[src/rtl/instr_encoder.sv]
// Instruction encoder: packs instruction fields into 16-bit words, range-checks the
// immediate, and streams accepted words to instruction memory through a 4-deep FIFO.
module instr_encoder (
   input  logic        clk,
   input  logic        rst_n,
   input  logic        start,
   input  logic [15:0] start_addr,
   input  logic        in_valid,
   output logic        in_ready,
   input  logic [4:0]  in_op,
   input  logic [2:0]  in_rs,
   input  logic [2:0]  in_rt,
   input  logic [2:0]  in_rd,
   input  logic [1:0]  in_func,
   input  logic [15:0] in_imm,
   output logic        mem_wr_en,
   output logic [15:0] mem_addr,
   output logic [15:0] mem_wr_data,
   input  logic        mem_ready,
   output logic        done,
   output logic        err,
   output logic [7:0]  err_cnt
);

   typedef enum logic [1:0] {IDLE, RUN, DRAIN, DONE} stateT;

   stateT       state;
   logic [15:0] fifoMem [4];
   logic [1:0]  wrPtr;
   logic [1:0]  rdPtr;
   logic [2:0]  count;
   logic [15:0] encWord;
   logic        immOk;
   logic        accept;
   logic        push;
   logic        pop;
   logic        sFit5;
   logic        sFit8;
   logic        sFit11;
   logic        uFit5;
   logic        uFit8;

   // A value fits n signed bits when bits [15:n-1] are all copies of the sign.
   assign sFit5  = (&in_imm[15:4])  | ~(|in_imm[15:4]);
   assign sFit8  = (&in_imm[15:7])  | ~(|in_imm[15:7]);
   assign sFit11 = (&in_imm[15:10]) | ~(|in_imm[15:10]);
   assign uFit5  = ~(|in_imm[15:5]);
   assign uFit8  = ~(|in_imm[15:8]);

   assign in_ready    = (state == RUN) && (count != 3'd4);
   assign accept      = in_valid & in_ready;
   assign push        = accept & immOk;
   assign mem_wr_en   = (count != 3'd0);
   assign pop         = mem_wr_en & mem_ready;
   assign mem_wr_data = mem_wr_en ? fifoMem[rdPtr] : 16'h0000;

   always_comb begin
      encWord = {in_op, 11'd0};
      immOk   = 1'b1;
      case (in_op)
         5'b00100, 5'b00110: begin
            encWord[10:0] = in_imm[10:0];
            immOk         = sFit11;
         end
         5'b01000, 5'b01001, 5'b10000, 5'b10001, 5'b10011: begin
            encWord[10:0] = {in_rs, in_rd, in_imm[4:0]};
            immOk         = sFit5;
         end
         5'b01010, 5'b01011, 5'b10100, 5'b10101, 5'b10110, 5'b10111: begin
            encWord[10:0] = {in_rs, in_rd, in_imm[4:0]};
            immOk         = uFit5;
         end
         5'b01100, 5'b01101, 5'b01110, 5'b01111, 5'b11000, 5'b00101, 5'b00111: begin
            encWord[10:0] = {in_rs, in_imm[7:0]};
            immOk         = sFit8;
         end
         5'b10010: begin
            encWord[10:0] = {in_rs, in_imm[7:0]};
            immOk         = uFit8;
         end
         5'b11010, 5'b11011: begin
            encWord[10:0] = {in_rs, in_rt, in_rd, in_func};
         end
         // BTR and the set-condition ops carry no function code.
         5'b11001, 5'b11100, 5'b11101, 5'b11110, 5'b11111: begin
            encWord[10:0] = {in_rs, in_rt, in_rd, 2'b00};
         end
         default: begin
            encWord[10:0] = 11'd0;
         end
      endcase
   end

   always_ff @(posedge clk) begin
      if (push) begin
         fifoMem[wrPtr] <= encWord;
      end
   end

   always_ff @(posedge clk or negedge rst_n) begin
      if (!rst_n) begin
         state    <= IDLE;
         wrPtr    <= 2'd0;
         rdPtr    <= 2'd0;
         count    <= 3'd0;
         mem_addr <= 16'h0000;
         done     <= 1'b0;
         err      <= 1'b0;
         err_cnt  <= 8'd0;
      end else begin
         err <= accept & ~immOk;
         if (accept && !immOk && err_cnt != 8'd255) begin
            err_cnt <= err_cnt + 8'd1;
         end
         if (push) begin
            wrPtr <= wrPtr + 2'd1;
         end
         if (pop) begin
            rdPtr    <= rdPtr + 2'd1;
            mem_addr <= mem_addr + 16'd2;
         end
         count <= count + {2'b00, push} - {2'b00, pop};
         // A start load of the address takes precedence; the FIFO is empty then anyway.
         case (state)
            IDLE: begin
               if (start) begin
                  mem_addr <= start_addr;
                  state    <= RUN;
               end
            end
            RUN: begin
               if (accept && in_op == 5'b00000) begin
                  state <= DRAIN;
               end
            end
            DRAIN: begin
               if (count == 3'd0) begin
                  done  <= 1'b1;
                  state <= DONE;
               end
            end
            DONE: begin
               if (start) begin
                  mem_addr <= start_addr;
                  done     <= 1'b0;
                  state    <= RUN;
               end
            end
            default: state <= IDLE;
         endcase
      end
   end

endmodule
[config.mk]
export PLATFORM = sky130hd
export DESIGN_NAME = instr_encoder
export DESIGN_NICKNAME = d
export VERILOG_FILES = /design/src/rtl/instr_encoder.sv
export SDC_FILE = /design/constraint.sdc
export NUM_CORES = 1
export LEC_CHECK = 0
export ABC_AREA = 0
export BUFFER_PORTS_ARGS = -buffer_cell sky130_fd_sc_hd__buf_4
export CAP_MARGIN = 25
export CORE_MARGIN = 2
export CORE_UTILIZATION = 50
export CTS_CLUSTER_SIZE = 30
export DETAILED_ROUTE_END_ITERATION = 7
export PLACE_DENSITY = 0.77
export SYNTH_ARGS = -nofsm -noshare
export SYNTH_HDL_FRONTEND = slang
export SYNTH_SLANG_ARGS = --single-unit
[constraint.sdc]
create_clock -name clk -period 2.4 [get_ports clk]
set_clock_uncertainty 0.2 [all_clocks]
set_input_delay 0.36 -clock clk [delete_from_list [all_inputs] [get_ports clk]]
set_output_delay 0.36 -clock clk [all_outputs]
set_load 0.03 [all_outputs]
==> results by stage <==
Setup path:
- The kind of cell adding the most delay to the critical path is adder cells.
- The capture point of the worst reg-to-reg path is count[2].
- The end of the critical path is count[2].
- The critical-path maximum fanout is 3.
- The worst register-to-register path has a setup slack of -0.12 ns.
- The kind of end point of the critical path is a flip-flop.
- The required time at the endpoint of the critical path is 2.46 ns.
- The signal on the critical path passes through buf_6 -> or4_4 -> nor3_4 -> o221ai_2 -> a31oi_4 -> inv_1 -> ha_1 -> inv_1 -> ha_2 -> fa_2 -> xnor2_2 -> xnor2_1.
- Counting buffers and inverters, the worst setup path is 12 cells deep.
- Data arrives at the worst endpoint at approximately 2.8 ns.
- The path type of the worst setup path is input pin to flip-flop.
- The critical path contains buffers and inverters numbering 3 combined.
- The worst setup path is launched from an input pin.
- The most numerous cell on the critical path is inv_1.
- The startpoint identified for the worst register-to-register timing path is state[1].
- Tracing the worst setup path back leads to its startpoint at in_imm[9].
- In this design, the stage delay of the slowest critical-path cell is 0.58 ns.
- The largest individual stage delay along the critical path comes from the cell or4_4.
- The number of cells on the worst reg-to-reg path is 11.

Power:
- The leakage component of the power is between 2 and 3 nW.
- Power spread over the standard cell area amounts to 1060 nW/µm².
- IR analysis of the VDD net gives a maximum drop of around 770 µV.
- Power comes to ~7.0 mW.

Cells and area:
- The most common cell after layout, fill and taps aside is buf_4.
- The final instance count without filler cells is approximately 660.
- Leaving out fill and tap cells, the most frequent cells in the layout are buf_4, edfxtp_1, nand2_1.
- The fraction of layout instances using a drive strength above 1 is 42.7%.
- The antenna diode count is 0.
- In the final layout, the multi-input gates occupy just under 2000 µm².
- The post-synthesis to final-layout area growth is 38.2%.
- The area taken by flip-flops and latches is 2800 µm².
- After routing the design area is ~6600 µm².
- The number of nets in the layout is ~590.
- After filler insertion, the fill cell instance count of the layout stands at 636.

Drt:
- The per-cell routed wire length is 17.1 µm.
- The detailed router finished its first iteration with 216 violations.
- For this block, the via count after detailed routing is ~3500.
- Before antenna repair, the detailed router went through 6 iterations.
- The per-cell via count in the routed design is 5.32.
- The routed wire length is approximately 11000 µm.
- The post-detailed-route DRC marker count is 0.
- The detail route stage leaves a number of antenna-violating nets equal to 0.

Floorplan:
- The initial utilization of the core area, before any placement, comes to 51.6%.
- The die covers between 10000 and 15000 µm².
- The die is 102 µm tall.
- 97 I/O pins were placed.
- The row count is 35.
- The width of the chip is 102 µm.
- The core outline area is a little over 9000 µm².

Clock tree:
- Counting the buffers created by CTS gives 9.
- Clock latency on the worst-skew pair, taken at its later pin, is approximately 0.37 ns.
- TritonCTS built the clock tree.
- The number of sinks on the clock net is 99.
- The H-tree depth reported by CTS is 3.
- No sink is reached through more buffers than the 2 on the longest clock path.
- The cell at the root of the clock tree is clkbuf_8.
- The clock transition at the registers of the reported paths is 0.10 ns.

Global route:
- The via count of the first global-routing pass was approximately 3500.
- Entering global routing, the biggest net connects 36 pins.
- The number of antenna violations at the first check in global routing is 0.
- The total global routing track utilization is 22.9%.
- For this run the aggregate overflow at the end of global routing stands at 0.
- The first-pass GRT wire length is 17700 µm.

Place:
- The HPWL after detailed placement is between 7000 and 8000 µm.
- The standard cell area after detailed placement is 6020 µm².
- The cell count after placement is 617.
- The final weighted congestion of routability-driven global placement is 0.855.
- The count of buffers added on input and output ports is 96.

STA:
- The final-report max-slew violation count is 0.
- Setup violations remaining at the end of the flow were counted as 2.
- The highest clock frequency the design can meet is 368 MHz.
- Setup repair after global routing could not meet its margin everywhere.
- The final worst-path cycle share is 113%.
- After layout, the worst setup slack is -0.315 ns.
- The measured slew at the worst slew-check pin is 0.631 ns.
- The headroom to the max-slew limit is 57.3%.
- The hold violation count in the final report was 0.
- Subtracting the final worst setup slack from the clock period gives 2.71 ns.

Worst hold path:
- Along the worst hold path, the cell count comes to 3.
- The worst min-delay path category is input pin to flip-flop.

Synth:
- The most area-hungry cell type in the Yosys netlist is edfxtp_1.
- The share of Yosys cell area claimed by the top area cell type is 40.3%.
- The number of distinct library cells after synthesis is 52.
- The net count after synthesis is 428.
- The synthesis warning total is 0.
- The average cell area after synthesis is approximately 13 µm².
- The number of flip-flops and latches in the synthesized netlist is 99.
- The instance count of the mapped netlist is 362.
- After synthesis, the cell types taking the most area are edfxtp_1, dfrtp_1, mux4_2.
- Sequential elements use about 59% of the synthesized area.
- The cell area that synthesis handed to floorplanning was 4770 µm².

Run status:
- The run finished, with violations left.
- The final reports fail on setup timing.

Flow run:
- The tool flagged a number of max-cap violations equal to 0.
per-layer routing:
layer  part of all wire (%)  global-route usage (%)  wire length [µm]  vias up
met4                    1.2                    7.28               138        0
met5                      0                       0                 0        -
met1                     40                    29.9              4480     1698
li1                       -                       -                 -     1656
met3                    5.2                    4.76               588       14
met2                     54                    38.5              6030      124
cell usage after synthesis, drive strengths merged:
master,instances
o22ai,4
inv,17
nor2,10
nand2b,3
xnor2,10
dfrtp,35
o21ai,25
xor2,17
edfxtp,64
nand2,37
nand4,8
o31a,1
o311a,1
a22o,8
or2,2
a211oi,1
or4b,1
a222oi,3
o311ai,2
ha,12
a31oi,1
fa,1
a21o,1
o221ai,1
clkbuf,10
a21oi,2
or3b,1
or2b,1
mux4,16
mux2i,1
mux2,3
nand3,14
nor3,8
nor2b,1
or3,1
and2,22
buf,6
or4,4
nor4,3
o211ai,1
and3,3
power by group:
group | switching (mW) | leakage (nW) | internal [mW]
Sequential | 0.305 | 1.01 | 2.13
Combinational | 1.83 | 1.61 | 1.72
Clock | 0.603 | 0.0813 | 0.383
Total | 2.73 | 2.70 | 4.24
state kept, by name, summed over array words and instances (netlist names):
signal,count
fifoMem,64
rdPtr,2
state,2
wrPtr,2
count,3
err,1
err_cnt,8
mem_addr,16
done,1
repair_timing:
| item | in CTS | in global routing |
|---|---|---|
| hold buffers | 15 | 1 |
| buffers inserted | 3 | 2 |
| endpoints found under the hold margin | 49 | 1 |
| endpoints found under the setup margin | 5 | 18 |
| cloned | 2 | 0 |
| pin swaps | 6 | 3 |
| resized for setup | 9 | 35 |
cell type report:
class	instances	share of cell area [%]
Multi-Input combinational cell	230	29.4
Clock buffer	9	1.88
Sequential cell	99	42.5
Tap cell	129	2.45
Clock inverter	7	0.798
Inverter	17	0.969
Timing Repair Buffer	165	22.0
worst register-to-register path, stage by stage (launching register included):
cell and delay, ns:
dfrtp_1 0.39, inv_1 0.08, ha_1 0.16, o311ai_1 0.20, a31oi_4 0.21, inv_1 0.06
ha_1 0.28, inv_1 0.05, ha_2 0.17, fa_2 0.36, xnor2_2 0.14, xnor2_1 0.13
stage by stage:
step | util (%) | hold WS [ns] | setup WS (ns) | TNS (ns)
6_report | 71.3 | 0.00839 | -0.315 | -0.483
4_1_cts | 70.0 | 0.00112 | -0.298 | -0.969
3_5_place_dp | 65.1 | 0.142 | -0.760 | -18.95
5_1_grt | 71.3 | 0.0246 | -0.388 | -0.782
2_1_floorplan | - | -0.136 | -0.591 | -4.62
3_3_place_gp | 65.1 | 0.141 | -0.655 | -15.47
worst min path at each step:
stage	start	end
2_1_floorplan	rst_n	count[0]
3_3_place_gp	rst_n	mem_addr[6]
3_5_place_dp	rst_n	mem_addr[6]
4_1_cts	start_addr[12]	mem_addr[12]
5_1_grt	start_addr[12]	mem_addr[12]
6_report	start_addr[12]	mem_addr[12]
logic make-up after synthesis:
kind of cell / count (synthesis) / synth area share [%]
fa+ha+maj: 13 / 3.57
mux: 20 / 8.48
xor+xnor: 27 / 4.96
buf+inv: 33 / 2.78
flops: 99 / 58.7
compound gates: 51 / 7.72
simple gates: 119 / 13.8
Power figures use the tool's default switching activity.
